<file path="src/rtl/conv_decoder_par_if.sv">
// FIFO-side and output-stream signals of the parallel convolutional decoder.
// master = decoder side, slave = FIFO / downstream side.
interface conv_decoder_par_if;
    logic [7:0] q0;
    logic [7:0] q1;
    logic [7:0] q2;
    logic       empty0;
    logic       empty1;
    logic       empty2;
    logic       rdreq_subblock;
    logic       out_full;
    logic [0:7] data_out;
    logic       data_out_valid;

    modport master (
        input  q0, q1, q2, empty0, empty1, empty2, out_full,
        output rdreq_subblock, data_out, data_out_valid
    );

    modport slave (
        output q0, q1, q2, empty0, empty1, empty2, out_full,
        input  rdreq_subblock, data_out, data_out_valid
    );
endinterface

</file>
<file path="src/rtl/conv_decoder_par.sv">
// Tail-biting rate-1/3 K=7 convolutional decoder, 8 information bits per cycle.
// Inverts the g0=133 stream directly and re-encodes with 171/165 to count code-bit errors.
module conv_decoder_par (
    input  logic                   clk,
    input  logic                   reset,
    input  logic                   start,
    input  logic                   code_block_length,
    input  logic [0:7]             tail_byte,
    conv_decoder_par_if.master     bus,
    output logic [15:0]            err_count,
    output logic                   tail_err,
    output logic                   busy,
    output logic                   done
);
    typedef enum logic [1:0] {StIdle, StLoad, StRun, StDone} state_e;

    state_e      st_q, st_d;
    logic        len_q, len_d;
    logic [5:0]  tail_q, tail_d;
    logic [5:0]  hist_q, hist_d;   // hist[k] = x_{-1-k}
    logic [5:0]  init_q, init_d;
    logic [9:0]  req_cnt_q, req_cnt_d;
    logic [9:0]  wr_cnt_q, wr_cnt_d;
    logic        rd_vld_q, rd_vld_d;
    logic [0:7]  dout_q, dout_d;
    logic        dout_vld_q, dout_vld_d;
    logic [15:0] err_q, err_d;
    logic        tail_err_q, tail_err_d;
    logic        done_q, done_d;

    logic [9:0]  last_idx;
    logic        rdreq;
    logic [13:0] x;                // x[t+6] = x_t for t = -6..7
    logic [0:7]  u;
    logic [7:0]  e1, e2;
    logic [4:0]  n_err;
    logic [16:0] err_sum;
    logic        unused_tail;

    assign unused_tail = ^tail_byte[0:1];
    assign last_idx    = len_q ? 10'd767 : 10'd131;

    always_comb begin
        x     = '0;
        u     = '0;
        e1    = '0;
        e2    = '0;
        n_err = '0;
        for (int k = 0; k < 6; k++) begin
            x[k] = hist_q[5-k];
        end
        for (int j = 0; j < 8; j++) begin
            u[j]   = bus.q0[j] ^ x[j+4] ^ x[j+3] ^ x[j+1] ^ x[j];
            x[j+6] = u[j];
            e1[j]  = bus.q1[j] ^ u[j] ^ x[j+5] ^ x[j+4] ^ x[j+3] ^ x[j];
            e2[j]  = bus.q2[j] ^ u[j] ^ x[j+5] ^ x[j+4] ^ x[j+2] ^ x[j];
            n_err  = n_err + 5'(e1[j]) + 5'(e2[j]);
        end
        err_sum = {1'b0, err_q} + {12'd0, n_err};
    end

    always_comb begin
        st_d       = st_q;
        len_d      = len_q;
        tail_d     = tail_q;
        hist_d     = hist_q;
        init_d     = init_q;
        req_cnt_d  = req_cnt_q;
        wr_cnt_d   = wr_cnt_q;
        rd_vld_d   = 1'b0;
        dout_d     = dout_q;
        dout_vld_d = 1'b0;
        err_d      = err_q;
        tail_err_d = tail_err_q;
        done_d     = 1'b0;
        rdreq      = 1'b0;
        unique case (st_q)
            StIdle: begin
                if (start) begin
                    len_d = code_block_length;
                    for (int k = 0; k < 6; k++) begin
                        tail_d[k] = tail_byte[7-k];
                    end
                    st_d = StLoad;
                end
            end
            StLoad: begin
                hist_d     = tail_q;
                init_d     = tail_q;
                req_cnt_d  = '0;
                wr_cnt_d   = '0;
                err_d      = '0;
                tail_err_d = 1'b0;
                st_d       = StRun;
            end
            StRun: begin
                rdreq = ~bus.empty0 & ~bus.empty1 & ~bus.empty2 & ~bus.out_full &
                        (req_cnt_q <= last_idx);
                rd_vld_d = rdreq;
                if (rdreq) begin
                    req_cnt_d = req_cnt_q + 10'd1;
                end
                // q0..q2 belong to the read issued last cycle
                if (rd_vld_q) begin
                    dout_d     = u;
                    dout_vld_d = 1'b1;
                    for (int k = 0; k < 6; k++) begin
                        hist_d[k] = u[7-k];
                    end
                    err_d    = err_sum[16] ? 16'hFFFF : err_sum[15:0];
                    wr_cnt_d = wr_cnt_q + 10'd1;
                    if (wr_cnt_q == last_idx) begin
                        st_d = StDone;
                    end
                end
            end
            StDone: begin
                tail_err_d = (hist_q != init_q);
                done_d     = 1'b1;
                st_d       = StIdle;
            end
            default: st_d = StIdle;
        endcase
    end

    always_ff @(posedge clk or negedge reset) begin
        if (!reset) begin
            st_q       <= StIdle;
            len_q      <= 1'b0;
            tail_q     <= '0;
            hist_q     <= '0;
            init_q     <= '0;
            req_cnt_q  <= '0;
            wr_cnt_q   <= '0;
            rd_vld_q   <= 1'b0;
            dout_q     <= '0;
            dout_vld_q <= 1'b0;
            err_q      <= '0;
            tail_err_q <= 1'b0;
            done_q     <= 1'b0;
        end else begin
            st_q       <= st_d;
            len_q      <= len_d;
            tail_q     <= tail_d;
            hist_q     <= hist_d;
            init_q     <= init_d;
            req_cnt_q  <= req_cnt_d;
            wr_cnt_q   <= wr_cnt_d;
            rd_vld_q   <= rd_vld_d;
            dout_q     <= dout_d;
            dout_vld_q <= dout_vld_d;
            err_q      <= err_d;
            tail_err_q <= tail_err_d;
            done_q     <= done_d;
        end
    end

    assign bus.rdreq_subblock = rdreq;
    assign bus.data_out       = dout_q;
    assign bus.data_out_valid = dout_vld_q;
    assign err_count          = err_q;
    assign tail_err           = tail_err_q;
    assign done               = done_q;
    assign busy               = (st_q == StLoad) || (st_q == StRun);
endmodule
</file>
<file path="src/flat_wrapper.sv">
// flat-port wrapper written by rule: the top's interface ports become plain ports
module conv_decoder_par_flat 
  (clk, reset, start, code_block_length, tail_byte, err_count, tail_err, busy, done, bus_q0, bus_q1, bus_q2, bus_empty0, bus_empty1, bus_empty2, bus_out_full, bus_rdreq_subblock, bus_data_out, bus_data_out_valid);
  conv_decoder_par_if bus_i ();
  input  logic clk;
  input  logic reset;
  input  logic start;
  input  logic code_block_length;
  input  logic [0:7] tail_byte;
  output logic [15:0] err_count;
  output logic tail_err;
  output logic busy;
  output logic done;
  input wire logic [$bits(bus_i.q0)-1:0] bus_q0;
  input wire logic [$bits(bus_i.q1)-1:0] bus_q1;
  input wire logic [$bits(bus_i.q2)-1:0] bus_q2;
  input wire logic [$bits(bus_i.empty0)-1:0] bus_empty0;
  input wire logic [$bits(bus_i.empty1)-1:0] bus_empty1;
  input wire logic [$bits(bus_i.empty2)-1:0] bus_empty2;
  input wire logic [$bits(bus_i.out_full)-1:0] bus_out_full;
  output wire logic [$bits(bus_i.rdreq_subblock)-1:0] bus_rdreq_subblock;
  output wire logic [$bits(bus_i.data_out)-1:0] bus_data_out;
  output wire logic [$bits(bus_i.data_out_valid)-1:0] bus_data_out_valid;
  assign bus_i.q0 = bus_q0;
  assign bus_i.q1 = bus_q1;
  assign bus_i.q2 = bus_q2;
  assign bus_i.empty0 = bus_empty0;
  assign bus_i.empty1 = bus_empty1;
  assign bus_i.empty2 = bus_empty2;
  assign bus_i.out_full = bus_out_full;
  assign bus_rdreq_subblock = bus_i.rdreq_subblock;
  assign bus_data_out = bus_i.data_out;
  assign bus_data_out_valid = bus_i.data_out_valid;
  conv_decoder_par u_core (.clk(clk), .reset(reset), .start(start), .code_block_length(code_block_length), .tail_byte(tail_byte), .bus(bus_i), .err_count(err_count), .tail_err(tail_err), .busy(busy), .done(done));
endmodule
</file>
<file path="config.mk">
export PLATFORM = sky130hd
export DESIGN_NAME = conv_decoder_par_flat
export DESIGN_NICKNAME = d
export VERILOG_FILES = /design/src/rtl/conv_decoder_par_if.sv /design/src/rtl/conv_decoder_par.sv /design/src/flat_wrapper.sv
export SDC_FILE = /design/constraint.sdc
export NUM_CORES = 1
export LEC_CHECK = 0
export CELL_PAD_IN_SITES_DETAIL_PLACEMENT = 0
export CELL_PAD_IN_SITES_GLOBAL_PLACEMENT = 2
export CORE_AREA = 2 2 120 122
export CTS_BUF_LIST = sky130_fd_sc_hd__clkbuf_8
export DETAILED_ROUTE_END_ITERATION = 16
export DIE_AREA = 0 0 122 124
export PLACE_DENSITY = 0.83
export SLEW_MARGIN = 0
export SYNTH_ARGS = -nofsm -noshare
export SYNTH_HDL_FRONTEND = slang
export SYNTH_SLANG_ARGS = --single-unit
</file>
<file path="constraint.sdc">
create_clock -name clk -period 9.1 [get_ports clk]
set_input_delay 1.82 -clock clk [delete_from_list [all_inputs] [get_ports clk]]
set_output_delay 1.82 -clock clk [all_outputs]
set_load 0.005 [all_outputs]
</file>
# Word level (Yosys, flattened, before mapping)

Cells that the tools add are included.

Bits in registers: 69
Bits in latches: 0
RAM bits: 0
Bits in read-only memories: 0
Bits of input ports: 40
Output and inout bits: 29
Word-level logic and storage cells: 189
Memories: 0

Add/subtract/negate cells: 18
Multipliers: 0
Div/mod/pow operators: 0
Order comparisons: 1
Equal/unequal tests: 9
Shifts and indexed selects: 0
Mux-type cells: 19
Bitwise operators: 120
Reductions and logical operators: 9

Operators by type and width:

| kind                                                   | number |
|---|---|
| bitwise XOR 1 bit                                      | 112 |
| adder 5 x 1 -> 5 bit                                   | 14 |
| one-hot mux 10 bit (2 select lines)                    | 2 |
| two-way mux 16 bit                                     | 2 |
| one-hot mux 16 bit (2 select lines)                    | 1 |
| two-way mux 10 bit                                     | 3 |
| adder 10 x 1 -> 10 bit (second input constant)         | 2 |
| adder 16 x 5 -> 17 bit                                 | 1 |
| one-hot mux 6 bit (2 select lines)                     | 1 |
| equality test 10 bit                                   | 1 |
| less-or-equal comparator 10 bit                        | 1 |
| one-hot mux 2 bit (4 select lines)                     | 1 |
| AND reduction 2 bit                                    | 4 |
| two-way mux 2 bit                                      | 3 |
| two-way mux 6 bit                                      | 1 |
| inequality test 2 x 1 -> 1 bit (second input constant) | 3 |
| inequality test 6 bit                                  | 1 |
| AND 1 bit                                              | 4 |
| equality test 2 bit (second input constant)            | 2 |
| two-way mux 1 bit                                      | 4 |
| inverter 1 bit                                         | 4 |
| nonzero test 2 bit                                     | 2 |
| AND reduction 3 bit                                    | 1 |
| adder 1 x 1 -> 2 bit                                   | 1 |
| other kinds (5)                                        | 5 |

# Logic depth before layout (Yosys ltp)

Depth after elaboration: 29
Gate-level depth with buffers: 25
Gate-level depth less buffers: 24

# Worst setup path after synthesis

Ideal clock, no wire load.

Path type: input to register
Start point: in bus_q0[2]
End point: reg u_core.err_q[5] (netlist: u_core.err_count[5])
Library setup time: 0.120 ns
Arrival: 7.849 ns
Required time: 8.980 ns
Setup slack: 1.131 ns
Stages on the path: 23
Buffers on the path: 0
Cell sequence: xnor2_1 -> xnor2_2 -> xor2_1 -> xor2_1 -> xnor2_1 -> xor2_1 -> fa_1 -> inv_1 -> fa_1 -> inv_1 -> fa_1 -> inv_1 -> fa_1 -> fa_1 -> fa_1 -> xnor2_1 -> ha_1 -> nor2b_1 -> o21a_1 -> o21a_1 -> o2111ai_1 -> a21oi_1 -> o211a_1

Longest elaborated chain between the ends: 25
Elaborated cells between the ends (all ways): 93
Classes of those cells: add/sub: 13; mux: 3; bitwise: 77

Ends and longest elaborated chain:

| what                                                                   | line                                           | text |
|---|---|---|
| start, declared                                                        | flat_wrapper.sv:14                             | `input wire logic [$bits(bus_i.q0)-1:0] bus_q0;` |
| bitwise XOR 1 bit (*) (4 in a row)                                     | conv_decoder_par.sv:53                         | `u[j] = bus.q0[j] ^ x[j+4] ^ x[j+3] ^ x[j+1] ^ x[j];` |
| bitwise XOR 1 bit (on tied branches) (5 in a row)                      | conv_decoder_par.sv:55, conv_decoder_par.sv:53 |  |
| adder 5 x 1 -> 5 bit, or another cell as far along (3 in a row)        | conv_decoder_par.sv:57                         | `n_err = n_err + 5'(e1[j]) + 5'(e2[j]);` |
| adder 5 x 1 -> 5 bit or bitwise XOR 1 bit (tied branches) (5 in a row) | conv_decoder_par.sv:57, conv_decoder_par.sv:55 |  |
| adder 5 x 1 -> 5 bit (3 in a row)                                      | conv_decoder_par.sv:57                         |  |
| adder 5 x 1 -> 5 bit (*)                                               | conv_decoder_par.sv:57                         |  |
| adder 16 x 5 -> 17 bit (*)                                             | conv_decoder_par.sv:59                         | `err_sum = {1'b0, err_q} + {12'd0, n_err};` |
| two-way mux 16 bit (*)                                                 | conv_decoder_par.sv:110                        | `err_d = err_sum[16] ? 16'hFFFF : err_sum[15:0];` |
| two-way mux 16 bit (*)                                                 | conv_decoder_par.sv:104                        | `if (rd_vld_q) begin` |
| one-hot mux 16 bit (2 select lines) (*)                                | conv_decoder_par.sv:77                         | `unique case (st_q)` |
| end signal, assigned                                                   | conv_decoder_par.sv:152                        | `err_q <= err_d;` |
| end, declared                                                          | conv_decoder_par.sv:27                         | `logic [15:0] err_q, err_d;` |

Every way passes the cells marked *; elsewhere a longest branch is shown, timed or not. The select of a mux whose other input is x is not followed.
A chain may end at the register's enable or synchronous reset.

# Final worst setup path

Start point: in bus_q0[0]
End point: reg u_core.err_q[3] (netlist: u_core.err_count[3])

Longest elaborated chain between the ends: 29
Elaborated cells between the ends (all ways): 124
Classes of those cells: add/sub: 16; mux: 3; bitwise: 105

Ends and longest elaborated chain:

| what                                                          | line |
|---|---|
| bitwise XOR 1 bit (*) (4 in a row)                            | conv_decoder_par.sv:53 |
| branches (longest 20 deep; another with adder 5 x 1 -> 5 bit) | n/a |
| adder 5 x 1 -> 5 bit (*)                                      | conv_decoder_par.sv:57 |
| adder 16 x 5 -> 17 bit (*)                                    | conv_decoder_par.sv:59 |
| two-way mux 16 bit (*)                                        | conv_decoder_par.sv:110 |
| two-way mux 16 bit (*)                                        | conv_decoder_par.sv:104 |
| one-hot mux 16 bit (2 select lines) (*)                       | conv_decoder_par.sv:77 |

Mark *: on every way between the ends. The select of a mux whose other input is x is not followed.

==> impl_metrics.py <==
metrics = {
    "global_routing": {
        "first_global_vias": 3838,
        "grtUsageTotal_pct": 16.73,
        "grt_max_degree": 70,
        "grt-ovfl-total": 0,
        "grt_pass1_wl_mm": 19.72,
        "antenna_found_initial": 0,
    },
    "finish": {
        "drive_gt1_share_pct": 9.324,
        "syn_to_final_growth_pct": 21.95,
        "final_cell_count_no_fill": 727,
        "final_nets": 616,
        "diodes": 0,
    },
    "timing": {
        "max_freq_mhz": 117.5,
        "final.period_utilization_pct": 93.52,
        "finClkSkew_ns": 0.01124,
        "slew_headroom_pct": 26.41,
        "final_hold_viol_count": 0,
        "rsz0062_at_grt": "no",
        "setup_viol": 0,
        "tightest_slew_ns": 1.100,
        "fin_crit_ns": 8.510,
        "setup_tns_ns": 0,
        "maxSlewViolCount": 0,
    },
    "critical_path": {
        "r2r_cells": 21,
        "cp.required_ns": 9.32,
        "critical_path.max_fanout": 6,
        "criticalPathCategory": "in2reg",
        "start_kind": "primary input",
        "arrival_ns": 8.73,
        "worst_setup_path_end_kind": "flop",
    },
    "die": {
        "die_x_um": 122,
        "die-area_mm2": 0.01513,
        "ios": 69,
        "core_area_mm2": 0.01372,
        "die_h_um": 124,
        "rows": 43,
        "start_util_pct": 35.32,
    },
    "synth": {
        "synth_nets": 553,
        "yosysMostFrequentCell": "dfrtp_1",
        "synth_edf_count": 0,
        "ys.flop_type": "dfrtp_1",
        "syn_area_mm2": 0.004846,
        "synth_top_area_share_pct": 35.63,
        "async_flop_share_pct": 100.0,
        "ys_ff_latch": 69,
        "synth_commonest_cells": "dfrtp_1 (69), xnor2_1 (48), inv_1 (29), nand2_1 (29), nor2_1 (26)",
        "ys_seq_area_share_pct": 35.63,
        "synthDistinctLibCells": 59,
        "syn_avg_cell_area_um2": 10.12,
        "yosysWarnings": 0,
        "synth_cells": 479,
        "ys_top_cells_by_area": "dfrtp_1 (36%), xnor2_1 (8.7%), ha_1 (5.9%)",
        "synth_top_area_cell": "dfrtp_1",
    },
    "route": {
        "antenna_left": 0,
        "drc": 0,
        "wire_per_inst_um": 16.09,
        "viasPerCell": 5.091,
        "wl_mm": 11.70,
        "drt_iter0_markers": 177,
        "dr_total_vias": 3701,
        "firstDrtPassIters": 5,
    },
    "outcome": {
        "status": "completed",
    },
    "placed_design": {
        "gp_congestion": 0.8337,
        "dp.cells": 711,
        "io_buffers": 66,
        "dpl.hpwl_mm": 8.590,
    },
    "cts": {
        "cts_tree": "built",
        "clk_pin_slew_ns": 0.09,
        "cts_post_setup_buffers_inserted": 0,
        "numCtsBuffers": 9,
        "clock_path_buffers": 2,
        "postCtsResizedCells": 0,
        "clk_latency_ns": 0.37,
        "root_buffer": "clkbuf_8",
        "htreeDepth": 3,
        "cts_sinks": 69,
        "postCtsHoldBufs": 0,
    },
    "run": {
        "cap_viol_max_count": 0,
    },
    "hold_path": {
        "holdPathStages": 1,
        "hp-class": "reg2reg",
    },
}
metrics by stage:
step	cell area, um^2	hold WS [ns]	setup slack, ns	utilization, %
6_report	5909	0.4897	0.5900	43.07
5_1_grt	5909	0.5310	0.3676	43.07
4_1_cts	5909	0.4979	0.6077	43.07
3_5_place_dp	5682	0.4733	0.2138	41.41
3_3_place_gp	5682	0.4645	0.2784	41.41
2_1_floorplan	4846	0.4631	1.131	-
worst paths after layout:
check	to	slack, ns	start
setup reg to reg	u_core.err_count[3]	1.73	u_core.hist_q[1]
hold / removal	u_core.bus.data_out[4]	0.49	u_core.bus.data_out[4]
hold reg to reg	u_core.bus.data_out[4]	0.49	u_core.bus.data_out[4]
min in group asynchronous	u_core.bus.data_out[0]	1.64	reset
max in group asynchronous	u_core.st_q[0]	6.85	reset
setup / recovery	u_core.err_count[3]	0.59	bus_q0[0]
routing by layer:
layer / vias to the layer above / GRT usage, % / routed length [um]
met3: 11 / 4.212 / 570
met1: 1795 / 22.53 / 5425
met2: 89 / 27.13 / 5594
met4: 0 / 3.951 / 108
li1: 1806 / - / -
met5: - / 0 / 0
state kept, by name (all words and copies together), names as in the netlist, 2 cells and up:
name	count
u_core.wr_cnt_q	10
u_core.st_q	2
u_core.req_cnt_q	10
u_core.init_q	6
u_core.err_count	16
u_core.hist_q	6
u_core.bus.data_out	8
u_core.tail_q	6
final cells by class:
class                           count  area, um^2
Clock inverter                      7       103.9
Timing Repair Buffer               73       708.2
Multi-Input combinational cell    359        2909
Tap cell                          180       225.2
Fill cell                        1329        7810
Sequential cell                    69        1727
Inverter                           30       112.6
Clock buffer                        9       123.9
critical path, stage by stage:
cell             delay (ns)
clkdlybuf4s50_1        0.54
xor2_4                 0.27
xnor2_4                0.40
xnor3_2                0.56
xor2_1                 0.20
fa_1                   0.55
inv_1                  0.05
fa_1                   0.47
inv_1                  0.05
fa_1                   0.54
inv_1                  0.07
fa_1                   0.50
fa_1                   0.47
fa_1                   0.42
xnor2_1                0.15
ha_1                   0.32
nor2b_1                0.14
o21a_1                 0.19
o21a_1                 0.23
o2111ai_1              0.47
buf_4                  0.23
a31oi_1                0.09
placed cells by master, fill, tap and decap left out, types with 18 or more instances in the layout:
cell / Yosys / final
o21ai_0: 25 / 25
a21oi_1: 18 / 18
inv_1: 29 / 29
xnor2_1: 48 / 48
nor2_1: 26 / 26
dfrtp_1: 69 / 69
ha_1: 23 / 23
clkdlybuf4s50_1: 0 / 65
nand2_1: 29 / 29
xor2_1: 24 / 24
kinds of logic (layout without fill, tap and decap cells):
logic type               Yosys count  after routing  synth area share (%)
flip-flops                        69             69                 35.63
AO/OA/AOI/OAI                    104            104                 14.25
adder cells (fa/ha/maj)           34             34                 10.48
AND/OR/NAND/NOR                  119            119                 12.11
buffers and inverters             51            119                 4.337
multiplexers                      18             18                 4.080
XOR/XNOR                          84             84                 19.11
Power is left out: the tool's default activity adds up to more than one toggle a clock period on the data nets, which glitch-free logic cannot reach.
